File: src/rtl/delay_unit_arbiter.sv
`default_nettype none
// ============================================================================
// Module   : delay_unit_arbiter
// Brief    : Two-requester arbiter that time-shares one delayed gate unit,
//            holding its inputs for SETTLE cycles before capturing the output.
//            Define DELAY_UNIT_ARBITER_RR_EN for round-robin arbitration;
//            otherwise requester 0 has fixed priority.
// Revision : 1.0 - initial release
// ============================================================================
module delay_unit_arbiter #(
   parameter int WIDTH  = 1,
   parameter int SETTLE = 10
) (
   input  logic             clock,
   input  logic             reset,
   input  logic             req0,
   input  logic             req1,
   input  logic [WIDTH-1:0] op0_a,
   input  logic [WIDTH-1:0] op0_b,
   input  logic [WIDTH-1:0] op1_a,
   input  logic [WIDTH-1:0] op1_b,
   output logic             gnt0,
   output logic             gnt1,
   output logic             done0,
   output logic             done1,
   output logic [WIDTH-1:0] result,
   output logic             busy,
   output logic [WIDTH-1:0] unit_in1,
   output logic [WIDTH-1:0] unit_in2,
   input  logic [WIDTH-1:0] unit_out
);

   localparam logic [0:0] c_IDLE     = 1'b0;
   localparam logic [0:0] c_SETTLE   = 1'b1;
   localparam logic [7:0] c_CNT_LOAD = 8'(SETTLE - 1);

   logic [0:0]       r_state;
   logic [7:0]       r_cnt;
   logic             r_owner;
   logic             r_gnt0;
   logic             r_gnt1;
   logic             r_done0;
   logic             r_done1;
   logic [WIDTH-1:0] r_result;
   logic [WIDTH-1:0] r_in1;
   logic [WIDTH-1:0] r_in2;
   logic             w_any_req;
   logic             w_pick1;

   assign w_any_req = req0 | req1;

`ifdef DELAY_UNIT_ARBITER_RR_EN
   logic r_last;

   // On a tie, serve whichever requester was not served most recently.
   always_comb begin
      w_pick1 = req1;
      if (req0 && req1) begin
         w_pick1 = ~r_last;
      end
   end

   always_ff @(posedge clock) begin
      if (reset) begin
         r_last <= 1'b1;
      end else if (r_state == c_IDLE && w_any_req) begin
         r_last <= w_pick1;
      end
   end
`else
   assign w_pick1 = req1 & ~req0;
`endif

   always_ff @(posedge clock) begin
      if (reset) begin
         r_state  <= c_IDLE;
         r_cnt    <= 8'd0;
         r_owner  <= 1'b0;
         r_gnt0   <= 1'b0;
         r_gnt1   <= 1'b0;
         r_done0  <= 1'b0;
         r_done1  <= 1'b0;
         r_result <= '0;
         r_in1    <= '0;
         r_in2    <= '0;
      end else begin
         r_gnt0  <= 1'b0;
         r_gnt1  <= 1'b0;
         r_done0 <= 1'b0;
         r_done1 <= 1'b0;
         case (r_state)
            c_IDLE: begin
               if (w_any_req) begin
                  // Unit inputs only move here, so they stay frozen while settling.
                  r_in1   <= w_pick1 ? op1_a : op0_a;
                  r_in2   <= w_pick1 ? op1_b : op0_b;
                  r_gnt0  <= ~w_pick1;
                  r_gnt1  <= w_pick1;
                  r_owner <= w_pick1;
                  r_cnt   <= c_CNT_LOAD;
                  r_state <= c_SETTLE;
               end
            end
            c_SETTLE: begin
               if (r_cnt == 8'd0) begin
                  r_result <= unit_out;
                  r_done0  <= ~r_owner;
                  r_done1  <= r_owner;
                  r_state  <= c_IDLE;
               end else begin
                  r_cnt <= r_cnt - 8'd1;
               end
            end
            default: r_state <= c_IDLE;
         endcase
      end
   end

   assign gnt0     = r_gnt0;
   assign gnt1     = r_gnt1;
   assign done0    = r_done0;
   assign done1    = r_done1;
   assign result   = r_result;
   assign unit_in1 = r_in1;
   assign unit_in2 = r_in2;
   assign busy     = (r_state != c_IDLE);

endmodule
`default_nettype wire

File: config.mk
export PLATFORM = sky130hd
export DESIGN_NAME = delay_unit_arbiter
export DESIGN_NICKNAME = d
export VERILOG_FILES = /design/src/rtl/delay_unit_arbiter.sv
export SDC_FILE = /design/constraint.sdc
export NUM_CORES = 1
export LEC_CHECK = 0
export ABC_AREA = 1
export CORE_UTILIZATION = 40
export DETAILED_ROUTE_END_ITERATION = 6
export GPL_ROUTABILITY_DRIVEN = 0
export PLACE_DENSITY = 0.64
export SYNTH_ARGS = -nofsm -noshare
export SYNTH_HDL_FRONTEND = slang
export SYNTH_SLANG_ARGS = --single-unit
File: constraint.sdc
create_clock -name clock -period 4 [get_ports clock]
set_input_delay 0.8 -clock clock [delete_from_list [all_inputs] [get_ports clock]]
set_output_delay 0.8 -clock clock [all_outputs]
set_load 0.05 [all_outputs]
## Yosys cells after proc, flatten, opt, wreduce, memory -nomap -nowiden

Cells that the tools add are included.

- Register bits after elaboration: 17
- Bits of input ports: 9
- Output and inout port bits: 8
- Logic and storage cells: 35

- $add $sub $neg: 1
- Equal/unequal tests: 2
- Muxes and demuxes: 8
- Bitwise operators: 8
- Reduce and logical (&&, ||, !) cells: 6

Operators with widths:

| kind | number |
|---|---|
| 8-bit two-way mux | 2 |
| 8-bit one-hot mux with 2 select lines | 1 |
| 8-bit zero test | 1 |
| 8-bit by 1-bit subtractor with 8-bit output, second input constant | 1 |
| 1-bit NOT | 6 |
| 2-bit AND reduction | 3 |
| 3-bit OR reduction | 2 |
| 1-bit two-way mux | 4 |
| 2-bit != test, second input constant | 2 |
| 1-bit one-hot mux with 2 select lines | 1 |
| 1-bit AND | 1 |
| 1-bit OR | 1 |

## Logic depth before layout (Yosys ltp)

- Depth in word-level cells: 3
- Gate-level depth with buffers: 9
- Depth with buffers taken out: 9

## Worst setup path after synthesis

OpenSTA, ideal clock, no wires.

- Path type: reg-to-output
- From: register r_state, in the netlist busy
- To: output port busy
- Arrival time: 0.693 ns
- Required time: 3.200 ns
- Path slack: 2.507 ns
- Stages on the path, launching flop included: 1
- Cells stage by stage: dfxtp_1

RTL lines:

| what | line | text |
|---|---|---|
| start, declared | 37 | `logic [0:0] r_state;` |
| start signal, assigned | 76 | `r_state <= c_IDLE;` |
| start signal, assigned | 101 | `r_state <= c_SETTLE;` |
| start signal, assigned | 109 | `r_state <= c_IDLE;` |
| end, declared | 27 | `output logic busy,` |

No word-level cell between the ends.

## Worst setup path after layout

- From: register r_state, in the netlist busy
- To: output port busy

No word-level cell between the ends.

==> impl_metrics.py <==
metrics = {
    "outcome": {
        "status": "completed",
    },
    "drt": {
        "drc": 0,
        "vias": 731,
        "via_per_inst": 4.778,
        "ant_nets": 0,
        "wl_per_cell_um": 10.49,
        "drt_iter0_markers": 13,
        "wirelength_um": 1605,
        "drtPass1Iterations": 4,
    },
    "worst_setup_path": {
        "r2r_start": "r_cnt[1]$_SDFFE_PP0P_",
        "rrSetupSlack_ns": 2.58,
        "r2r-end": "r_cnt[2]$_SDFFE_PP0P_",
        "cp-end-kind": "primary output",
        "cp-endpoint": "busy",
        "cp_top_family": "buffers and inverters",
        "crit_required_ns": 3.20,
        "cp_num_buf_inv": 1,
        "cp-start-kind": "flip-flop",
        "cp_slowest_cell": "clkdlybuf4s50_1",
        "worstSetupPathType": "reg -> out",
        "r2r_cells": 8,
        "critPathMaxStageDelay_ns": 0.84,
        "crit_chain": "clkdlybuf4s50_1",
        "path_depth": 1,
        "critPathMaxFanout": 4,
        "worstPathArrival_ns": 1.56,
        "startpoint": "busy$_SDFF_PP0_",
    },
    "finish": {
        "area_growth_pct": 27.27,
        "register_area_um2": 340.3,
        "fill_cells": 183,
        "nets": 140,
        "multi_input_area_um2": 395.4,
        "diodes": 0,
        "layout-drive-gt1-share_pct": 10.94,
    },
    "power_and_ir_drop": {
        "leakage_nw": 0.4358,
        "p_sw_uw": 169.6,
        "cellPowerDensity_nw_per_um2": 443.5,
        "combPwrFrac_pct": 35.5,
        "swShare_pct": 37.63,
        "clockPowerShare_pct": 20.2,
        "ir_worst_vdd_mv": 0.2433,
        "seqPwrFrac_pct": 44.3,
        "p_int_uw": 281.1,
    },
    "floorplanning": {
        "core_area_um2": 1802,
        "die_w_um": 46.67,
        "die_area_um2": 2178,
        "die_y_um": 46.67,
        "start_util_pct": 44.31,
        "num_rows": 15,
        "ioPinCount": 17,
    },
    "place": {
        "dp_hpwl_um": 1255,
        "portBuffers": 16,
        "dp_slack_ns": 1.914,
    },
    "yosys": {
        "synth.net_count": 119,
        "synthCells": 108,
        "ys_ff_latch": 17,
        "yosysSeqAreaShare_pct": 42.63,
        "yosys-top-cells-area": "dfxtp_1 43%, nand2_1 10%, inv_1 6.6%",
        "ys_warn_count": 0,
        "syn_area_per_cell_um2": 7.391,
        "netlist_area_um2": 798.3,
        "yosys.area.top_type": "dfxtp_1",
        "synth_cell_types": 21,
        "yosysTopAreaCellShare_pct": 42.63,
    },
    "timing": {
        "max_clock_freq_mhz": 422.8,
        "period_needed_ns": 2.365,
        "timing.final.crit_share_pct": 59.12,
        "setup_viol": 0,
        "tightest_slew_ns": 0.5022,
        "max_slew_margin_pct": 66.41,
        "maxSlewViolCount": 0,
        "timing.final.ws_setup_ns": 1.635,
        "setup_tns_ns": 0,
        "finalHoldViolations": 0,
        "rsz0062_at_grt": "no",
        "fin_skew_ns": 0.001901,
    },
    "global_route": {
        "grt_pass1_wl_um": 2780,
        "grt_antenna_before_repair": 0,
        "grtUsageTotal_pct": 17.96,
        "grt_pass1_vias": 642,
        "grt_overflow_total": 0,
        "grt_start_max_net_pins": 10,
    },
    "flow_run": {
        "cap_violations": 0,
    },
    "clock_tree": {
        "cts_setup_buffers": 0,
        "cts_buffer_depth": 2,
        "cts_hold_buf": 0,
        "clk_pin_slew_ns": 0.10,
        "cts_htree_levels": 1,
        "clock_latency_ns": 0.28,
        "numCtsBuffers": 3,
        "clock-sinks": 17,
        "cts_tree": "done",
        "cts_resized": 0,
        "cts-root-buf": "clkbuf_4",
    },
    "hold_path": {
        "min_path_cells": 1,
        "min-delay-path-class": "reg -> reg",
    },
}
-- area by class of cell --
class                      instances  share of cell area (%)
tap                               25                   3.079
inverter                          16                   6.158
clock buffer                       4                   2.586
timing repair buffer              16                   15.76
multi-input combinational         75                   38.92
sequential                        17                   33.50
-- logic make-up (layout without fill, tap and decap cells) --
logic type | Yosys count | after routing | share of synthesized area (%)
adders and majority gates | 2 | 2 | 3.134
AOI/OAI and AO/OA | 14 | 14 | 10.19
muxes | 1 | 1 | 1.254
buffers and inverters | 16 | 36 | 7.837
and+or+nand+nor | 58 | 58 | 34.95
DFF | 17 | 17 | 42.63
-- cell usage after synthesis, drive strengths merged --
cell   count
a21oi      6
dfxtp     17
ha         2
inv       16
mux2i      1
nand2     25
nand3     10
nand4      4
nor2      15
nor3       3
o21ai      6
o22ai      1
o31ai      1
or2        1
-- state kept, by name, indices dropped and copies added (netlist names) --
name / cells
r_cnt: 8
busy: 1
done0: 1
done1: 1
gnt0: 1
gnt1: 1
r_owner: 1
result: 1
unit_in1: 1
unit_in2: 1
-- per-layer routing --
layer / vias to the layer above / global-route usage, % / part of all wire, %
met3: 2 / 5.882 / 5.5
li1: 390 / - / -
met1: 314 / 26.54 / 52
met4: 0 / 3.429 / 0.75
met2: 25 / 25.28 / 41
met5: - / 0 / 0
-- metrics by stage --
step           power (mW)  cells  hold WS, ns  area [µm²]  util [%]
2_1_floorplan      0.3202    108       0.3911       798.3         -
3_3_place_gp       0.3619    149       0.3974       989.7     54.93
3_5_place_dp       0.3635    149       0.4045       989.7     54.93
4_1_cts            0.4519    153       0.4180        1016     56.39
5_1_grt            0.4811    153       0.4325        1016     56.39
6_report           0.4506    153       0.4184        1016     56.39
-- power groups by stage --
stage	combinational [mW]	clock (mW)	sequential (mW)
final	0.160	0.0910	0.200
after global routing	0.178	0.101	0.202
after CTS	0.161	0.0914	0.200
after detailed placement	0.160	0	0.204
after global placement	0.158	0	0.204
after floorplan	0.0956	0	0.225
-- worst min-delay path by stage --
stage | endpoint | startpoint
after floorplan | done0$_SDFF_PP0_ | r_owner$_SDFFE_PP0P_
after global placement | done0$_SDFF_PP0_ | r_owner$_SDFFE_PP0P_
after detailed placement | done0$_SDFF_PP0_ | r_owner$_SDFFE_PP0P_
after CTS | done0$_SDFF_PP0_ | r_owner$_SDFFE_PP0P_
after global routing | done0$_SDFF_PP0_ | r_owner$_SDFFE_PP0P_
final | done0$_SDFF_PP0_ | r_owner$_SDFFE_PP0P_
-- placed cells by master, fill, tap and decap left out, drive strengths merged --
master | netlist | final
dfxtp | 17 | 17
or2 | 1 | 1
o31ai | 1 | 1
mux2i | 1 | 1
nor2 | 15 | 15
o22ai | 1 | 1
a21oi | 6 | 6
nand2 | 25 | 25
o21ai | 6 | 6
clkdlybuf4s50 | 0 | 16
nand4 | 4 | 4
nand3 | 10 | 10
inv | 16 | 16
ha | 2 | 2
nor3 | 3 | 3
clkbuf | 0 | 4
No activity file was read; power rests on OpenSTA's default activity.
